<file path="src/rtl/ds_is_pipe.sv">
// Dispatch-to-issue pipe: a 2-entry in-order buffer (head + skid) that
// decouples the dispatch group stream from issue back-pressure. Each
// accepted group gets per-lane PCs and has its invalid lanes scrubbed to
// zero before storage.

// Per-lane capture logic: computes the lane PC and zeroes invalid lanes.
module ds_is_lane #(
    parameter int ALUOP_W  = 9,
    parameter int AREG_W   = 5,
    parameter int PREG_W   = 6,
    parameter int DATA_W   = 32,
    parameter int PC_STEP  = 4,
    parameter int LANE_IDX = 0
) (
    input  logic               lane_valid,
    input  logic [DATA_W-1:0]  base_pc,
    input  logic [ALUOP_W-1:0] aluop,
    input  logic [AREG_W-1:0]  rdst,
    input  logic [PREG_W-1:0]  rsrc1,
    input  logic [PREG_W-1:0]  rsrc2,
    input  logic [PREG_W-1:0]  phydst,
    input  logic [DATA_W-1:0]  imm,
    output logic [ALUOP_W-1:0] m_aluop,
    output logic [AREG_W-1:0]  m_rdst,
    output logic [PREG_W-1:0]  m_rsrc1,
    output logic [PREG_W-1:0]  m_rsrc2,
    output logic [PREG_W-1:0]  m_phydst,
    output logic [DATA_W-1:0]  m_imm,
    output logic [DATA_W-1:0]  m_pc
);
    // Offset wraps naturally at DATA_W bits, so PC overflow needs no special case.
    localparam logic [DATA_W-1:0] PC_OFS = DATA_W'(LANE_IDX * PC_STEP);

    assign m_aluop  = lane_valid ? aluop  : '0;
    assign m_rdst   = lane_valid ? rdst   : '0;
    assign m_rsrc1  = lane_valid ? rsrc1  : '0;
    assign m_rsrc2  = lane_valid ? rsrc2  : '0;
    assign m_phydst = lane_valid ? phydst : '0;
    assign m_imm    = lane_valid ? imm    : '0;
    assign m_pc     = lane_valid ? (base_pc + PC_OFS) : '0;
endmodule

module ds_is_pipe #(
    parameter int LANES   = 4,
    parameter int ALUOP_W = 9,
    parameter int AREG_W  = 5,
    parameter int PREG_W  = 6,
    parameter int DATA_W  = 32,
    parameter int PC_STEP = 4
) (
    input  logic                             clk,
    input  logic                             rst,
    input  logic                             flush,
    input  logic                             ds_valid,
    output logic                             ds_ready,
    input  logic [DATA_W-1:0]                ds_pc,
    input  logic [LANES-1:0]                 ds_lane_valid,
    input  logic [LANES-1:0][ALUOP_W-1:0]    ds_aluop,
    input  logic [LANES-1:0][AREG_W-1:0]     ds_rdst,
    input  logic [LANES-1:0][PREG_W-1:0]     ds_rsrc1,
    input  logic [LANES-1:0][PREG_W-1:0]     ds_rsrc2,
    input  logic [LANES-1:0][PREG_W-1:0]     ds_phydst,
    input  logic [LANES-1:0][DATA_W-1:0]     ds_imm,
    output logic                             is_valid,
    input  logic                             is_ready,
    output logic [LANES-1:0]                 is_lane_valid,
    output logic [LANES-1:0][ALUOP_W-1:0]    is_aluop,
    output logic [LANES-1:0][AREG_W-1:0]     is_rdst,
    output logic [LANES-1:0][PREG_W-1:0]     is_rsrc1,
    output logic [LANES-1:0][PREG_W-1:0]     is_rsrc2,
    output logic [LANES-1:0][PREG_W-1:0]     is_phydst,
    output logic [LANES-1:0][DATA_W-1:0]     is_imm,
    output logic [LANES-1:0][DATA_W-1:0]     is_pc,
    output logic [1:0]                       occupancy
);
    typedef enum logic [1:0] {EMPTY = 2'd0, ONE = 2'd1, FULL = 2'd2} state_t;

    typedef struct packed {
        logic [LANES-1:0]              lv;
        logic [LANES-1:0][ALUOP_W-1:0] aluop;
        logic [LANES-1:0][AREG_W-1:0]  rdst;
        logic [LANES-1:0][PREG_W-1:0]  rsrc1;
        logic [LANES-1:0][PREG_W-1:0]  rsrc2;
        logic [LANES-1:0][PREG_W-1:0]  phydst;
        logic [LANES-1:0][DATA_W-1:0]  imm;
        logic [LANES-1:0][DATA_W-1:0]  pc;
    } grp_t;

    state_t state, state_nxt;
    grp_t   head, skid, in_grp;
    logic   accept, pop;

    logic [LANES-1:0][ALUOP_W-1:0] lane_aluop;
    logic [LANES-1:0][AREG_W-1:0]  lane_rdst;
    logic [LANES-1:0][PREG_W-1:0]  lane_rsrc1, lane_rsrc2, lane_phydst;
    logic [LANES-1:0][DATA_W-1:0]  lane_imm, lane_pc;

    for (genvar i = 0; i < LANES; i++) begin : g_lane
        ds_is_lane #(
            .ALUOP_W (ALUOP_W),
            .AREG_W  (AREG_W),
            .PREG_W  (PREG_W),
            .DATA_W  (DATA_W),
            .PC_STEP (PC_STEP),
            .LANE_IDX(i)
        ) u_lane (
            .lane_valid(ds_lane_valid[i]),
            .base_pc   (ds_pc),
            .aluop     (ds_aluop[i]),
            .rdst      (ds_rdst[i]),
            .rsrc1     (ds_rsrc1[i]),
            .rsrc2     (ds_rsrc2[i]),
            .phydst    (ds_phydst[i]),
            .imm       (ds_imm[i]),
            .m_aluop   (lane_aluop[i]),
            .m_rdst    (lane_rdst[i]),
            .m_rsrc1   (lane_rsrc1[i]),
            .m_rsrc2   (lane_rsrc2[i]),
            .m_phydst  (lane_phydst[i]),
            .m_imm     (lane_imm[i]),
            .m_pc      (lane_pc[i])
        );
    end

    assign in_grp = {ds_lane_valid, lane_aluop, lane_rdst, lane_rsrc1,
                     lane_rsrc2, lane_phydst, lane_imm, lane_pc};

    // Handshakes; ds_ready comes from state only, so is_ready never reaches it.
    assign accept = ds_valid && ds_ready && !flush && (|ds_lane_valid);
    assign pop    = is_valid && is_ready;

    // State register.
    always_ff @(posedge clk or posedge rst) begin
        if (rst) state <= EMPTY;
        else     state <= state_nxt;
    end

    // Next-state: flush dominates any simultaneous accept/pop.
    always_comb begin
        state_nxt = state;
        if (flush) begin
            state_nxt = EMPTY;
        end else begin
            case (state)
                EMPTY:   if (accept) state_nxt = ONE;
                ONE:     if (accept && !pop) state_nxt = FULL;
                         else if (!accept && pop) state_nxt = EMPTY;
                FULL:    if (pop) state_nxt = ONE;
                default: state_nxt = EMPTY;
            endcase
        end
    end

    // Outputs decoded purely from state.
    always_comb begin
        ds_ready  = (state != FULL);
        is_valid  = (state != EMPTY);
        occupancy = state;
    end

    // Entry storage: head always holds the oldest group; vacated entries
    // are zeroed so is_* reads 0 whenever nothing is presented.
    always_ff @(posedge clk or posedge rst) begin
        if (rst) begin
            head <= '0;
            skid <= '0;
        end else if (flush) begin
            head <= '0;
            skid <= '0;
        end else begin
            case (state)
                EMPTY: if (accept) head <= in_grp;
                ONE: begin
                    if (accept && pop) head <= in_grp;
                    else if (accept)   skid <= in_grp;
                    else if (pop)      head <= '0;
                end
                FULL: if (pop) begin
                    head <= skid;
                    skid <= '0;
                end
                default: begin
                    head <= '0;
                    skid <= '0;
                end
            endcase
        end
    end

    assign is_lane_valid = head.lv;
    assign is_aluop      = head.aluop;
    assign is_rdst       = head.rdst;
    assign is_rsrc1      = head.rsrc1;
    assign is_rsrc2      = head.rsrc2;
    assign is_phydst     = head.phydst;
    assign is_imm        = head.imm;
    assign is_pc         = head.pc;
endmodule

</file>
<file path="config.mk">
export PLATFORM = sky130hd
export DESIGN_NAME = ds_is_pipe
export DESIGN_NICKNAME = d
export VERILOG_FILES = /design/src/rtl/ds_is_pipe.sv
export SDC_FILE = /design/constraint.sdc
export NUM_CORES = 2
export LEC_CHECK = 0
export BUFFER_PORTS_ARGS = -buffer_cell sky130_fd_sc_hd__buf_2
export CELL_PAD_IN_SITES_DETAIL_PLACEMENT = 2
export CELL_PAD_IN_SITES_GLOBAL_PLACEMENT = 2
export CORE_MARGIN = 2
export CORE_UTILIZATION = 35
export CTS_CLUSTER_DIAMETER = 120
export DETAILED_ROUTE_END_ITERATION = 16
export GPL_TIMING_DRIVEN = 0
export HOLD_SLACK_MARGIN = 0.08
export PLACE_DENSITY = 0.9
export SYNTH_ARGS = -nofsm -noshare
export SYNTH_HDL_FRONTEND = slang
export SYNTH_SLANG_ARGS = --single-unit
</file>
<file path="constraint.sdc">
create_clock -name clk -period 28 [get_ports clk]
set_input_delay 4.2 -clock clk [delete_from_list [all_inputs] [get_ports clk]]
set_output_delay 4.2 -clock clk [all_outputs]
set_load 0.1 [all_outputs]
</file>
==> results.md <==
* Placed cells at 5108
* Yosys top cell area share at 0.586
* Top cells by area, synth: dfrtp_1, a22o_1, a22oi_1, nand2_1, o21ai_1
* Yosys top cell by area: dfrtp_1
* Footprint of the multi-input gates at 0.0124 mm²
* Reg2reg path depth at 7
* Drt initial violations at 3460
* Final global-route overflow total at 0
* H-Tree Depth at 3
* Crit-path max FO at 9
* Max-Cap Viols at 0
* Hold_ws at 0.476 ns
* Final setup violation count at 0
* Number of synthesized flops with an enable pin at 0
* Layout cells sized above 1 at 0.245
* Crit share post-route at 0.259
* Syn_area_per_cell at 10.5 µm²
* WL/cell at 32.8 µm
* Sequential share of the synthesized area at 0.586
* Most common cell in the netlist: dfrtp_1
* Hold Path Sink: is_pc[6]
* WP data required at 23.80 ns
* Number of fill cells in the layout at 9863
* Post-cts sizing count at 0
* Clock Latency Late Sink at 0.71 ns
* Antenna violations before repair at 57
* Status: complete, no violations
* Routed vias/inst at 6.14
* Worst-Margin Slew at 1.42 ns
* Clock slew at reported path FFs at 0.06 ns
* IO Port Bufs at 675
* Crit Reg-Reg Endpoint: is_imm[45]
* Setup TNS at 0 ns
* NetSw at 1.04 mW
* DRC at 0
* Leak Pwr at 20.0 nW
* Ports at 689
* Post-Syn Instances at 3170
* Origin of the critical flop-to-flop path: occupancy[1]
* Async S/R FF share, synth at 1.00
* Cell area after synthesis at 0.0332 mm²
* Synth unique cells at 48
* Post-Route Utilization at 0.444
* Non-filler cells, final at 5317
* CP startpoint kind: register
* Max rail drop VDD at 44.3 µV
* Clk root buf: clkbuf_16
* Tmin final at 7.25 ns
* Final net count at 4247
* Worst min-delay path startpoint: is_pc[6]
* Crit path DAT at 3.05 ns
* Area grow syn2layout at 25.2%
* Top_reg_cell synth: dfrtp_1
* DRT Pass-1 Iters at 6
* Sw Ratio at 0.344
* Highest Clock Rate at 138 MHz
* Part of the power in registers at 0.394
* Pin count of the biggest net entering global routing at 127
* Final hold violation count at 0
* Total wire length at 175000 µm
* CTS Sinks at 778
* ANT nets after route at 0
* Register area at 0.0195 mm²
* Reg2Reg Setup Slack at 24.19 ns
* Vias at 32622
* Starting Density at 0.355
* First-pass GRT wire length at 252000 µm
* Syn. warnings at 0
* Pins over their slew limit at 0
* Hold path depth at 2
* Post CTS Setup Buffer Count at 0
* Net Count, Synth at 3471
* Flops & latches, synth at 778
* Core area at 0.0936 mm²
* RSZ-0062 raised after global routing: false
* Slew headroom at 0.0525
* HPWL Detailed at 120000 µm
* Chip width at 312 µm
* Die height at 312 µm
* Int Pwr at 1.98 mW
* Vias in the first global route at 35814
* Cell row count at 112
* P per Cell Area at 72.7 mW/mm²
* Clock share of power at 0.420
* Placer Congestion at 0.917
* Clk buf depth at 3
* GRT Total Usage at 0.346
* Setup crit end kind: output port
* Logic gate share of total power at 0.186
* Hold buffers post-CTS at 0
* HP Class: register to register
* Top cells by count, synth: dfrtp_1, nand2_1, a22oi_1
* CTS tree: built
* Worst Skew at 0.0468 ns
* Area of the die at 0.0974 mm²
* Num CTS Buffers at 90
* Critical path class: register to output port
[through the flow]
stage	setup slack (ns)	power [mW]	instance area [µm²]
after floorplan	1.96	1.57	33200
after global placement	-7.85	1.74	38200
after detailed placement	20.35	1.76	38400
after CTS	20.65	3.02	41500
after global routing	20.65	3.10	41600
final	20.75	3.02	41600
[layout by cell type (no fill, tap or decap), types with 5 or more instances in the layout]
| cell type | synthesis | routed |
|---|---|---|
| a2bb2oi_1 | 5 | 5 |
| bufinv_16 | 0 | 9 |
| nor2_1 | 137 | 137 |
| a22o_1 | 325 | 325 |
| o31ai_1 | 9 | 9 |
| buf_2 | 134 | 809 |
| o21ai_0 | 191 | 191 |
| clkinv_2 | 0 | 18 |
| nor3_1 | 21 | 21 |
| clkbuf_1 | 158 | 175 |
| xnor2_1 | 30 | 30 |
| buf_4 | 4 | 6 |
| clkbuf_16 | 0 | 91 |
| buf_16 | 0 | 7 |
| and4_1 | 5 | 5 |
| a222oi_1 | 5 | 5 |
| xor2_1 | 44 | 44 |
| diode_2 | 0 | 47 |
| nand3_1 | 20 | 20 |
| nand4_1 | 23 | 23 |
| buf_1 | 14 | 14 |
| inv_1 | 10 | 9 |
| clkbuf_8 | 0 | 17 |
| a221o_1 | 12 | 12 |
| o21ai_1 | 238 | 238 |
| a22oi_1 | 351 | 351 |
| and3_1 | 6 | 6 |
| nor4_1 | 12 | 10 |
| dfrtp_1 | 778 | 778 |
| a21oi_1 | 120 | 120 |
| and2_1 | 7 | 7 |
| nand2_1 | 467 | 467 |
[power by group through the flow]
stage	clock network, mW	registers, mW	logic, mW
3_5_place_dp	0	1.21	0.549
4_1_cts	1.27	1.19	0.557
3_3_place_gp	0	1.21	0.531
2_1_floorplan	0	1.43	0.148
6_report	1.27	1.19	0.564
5_1_grt	1.32	1.19	0.583
[sequential cells by signal, summed over array words and instances (netlist names)]
name and flops:
is_rsrc1 24, occupancy 2, is_rdst 20, is_aluop 36
skid 388, is_imm 128, is_pc 128, is_phydst 24
is_rsrc2 24, is_lane_valid 4
[critical path, stage by stage (launching register included)]
cell     delay, ns
dfrtp_1       0.35
buf_2         0.21
inv_1         0.15
nor2_1        0.91
inv_1         0.35
buf_2         0.41
[cells by family after synthesis]
| family | synth area share |
|---|---|
| compound gates | 0.262 |
| xor+xnor | 0.0195 |
| fa+ha+maj | 0.00151 |
| buf+inv | 0.0421 |
| flops | 0.586 |
| mux | 0.000301 |
| simple gates | 0.0886 |
[final cells by class]
cell class / instances / area share
sequential: 778 / 0.468
multi-input combinational: 2069 / 0.297
timing repair buffer: 684 / 0.0862
clock buffer: 125 / 0.0619
tap: 1254 / 0.0377
buffer: 313 / 0.0327
clock inverter: 37 / 0.0124
antenna: 47 / 0.00283
inverter: 10 / 0.00108
[how the worst max path moves through the flow]
| stage | from | endpoint | slack (ns) | cells past startpoint |
|---|---|---|---|---|
| floorplan | rst | is_aluop[0] | 1.96 | 1 |
| global placement | rst | is_imm[99] | -7.85 | 2 |
| detailed placement | ds_pc[2] | is_pc[110] | 20.35 | 9 |
| CTS | occupancy[1] | ds_ready | 20.65 | 5 |
| global route | occupancy[1] | ds_ready | 20.65 | 5 |
| finish | occupancy[1] | ds_ready | 20.75 | 5 |
[metal layers]
metal | up-vias | global-route usage | routed length, µm
met1 | 17087 | 0.405 | 64500
met3 | 598 | 0.0741 | 12900
met5 | - | 0 | 117
li1 | 13149 | - | -
met4 | 18 | 0.235 | 12900
met2 | 1770 | 0.572 | 84100
No activity file was read; power rests on OpenSTA's default activity.
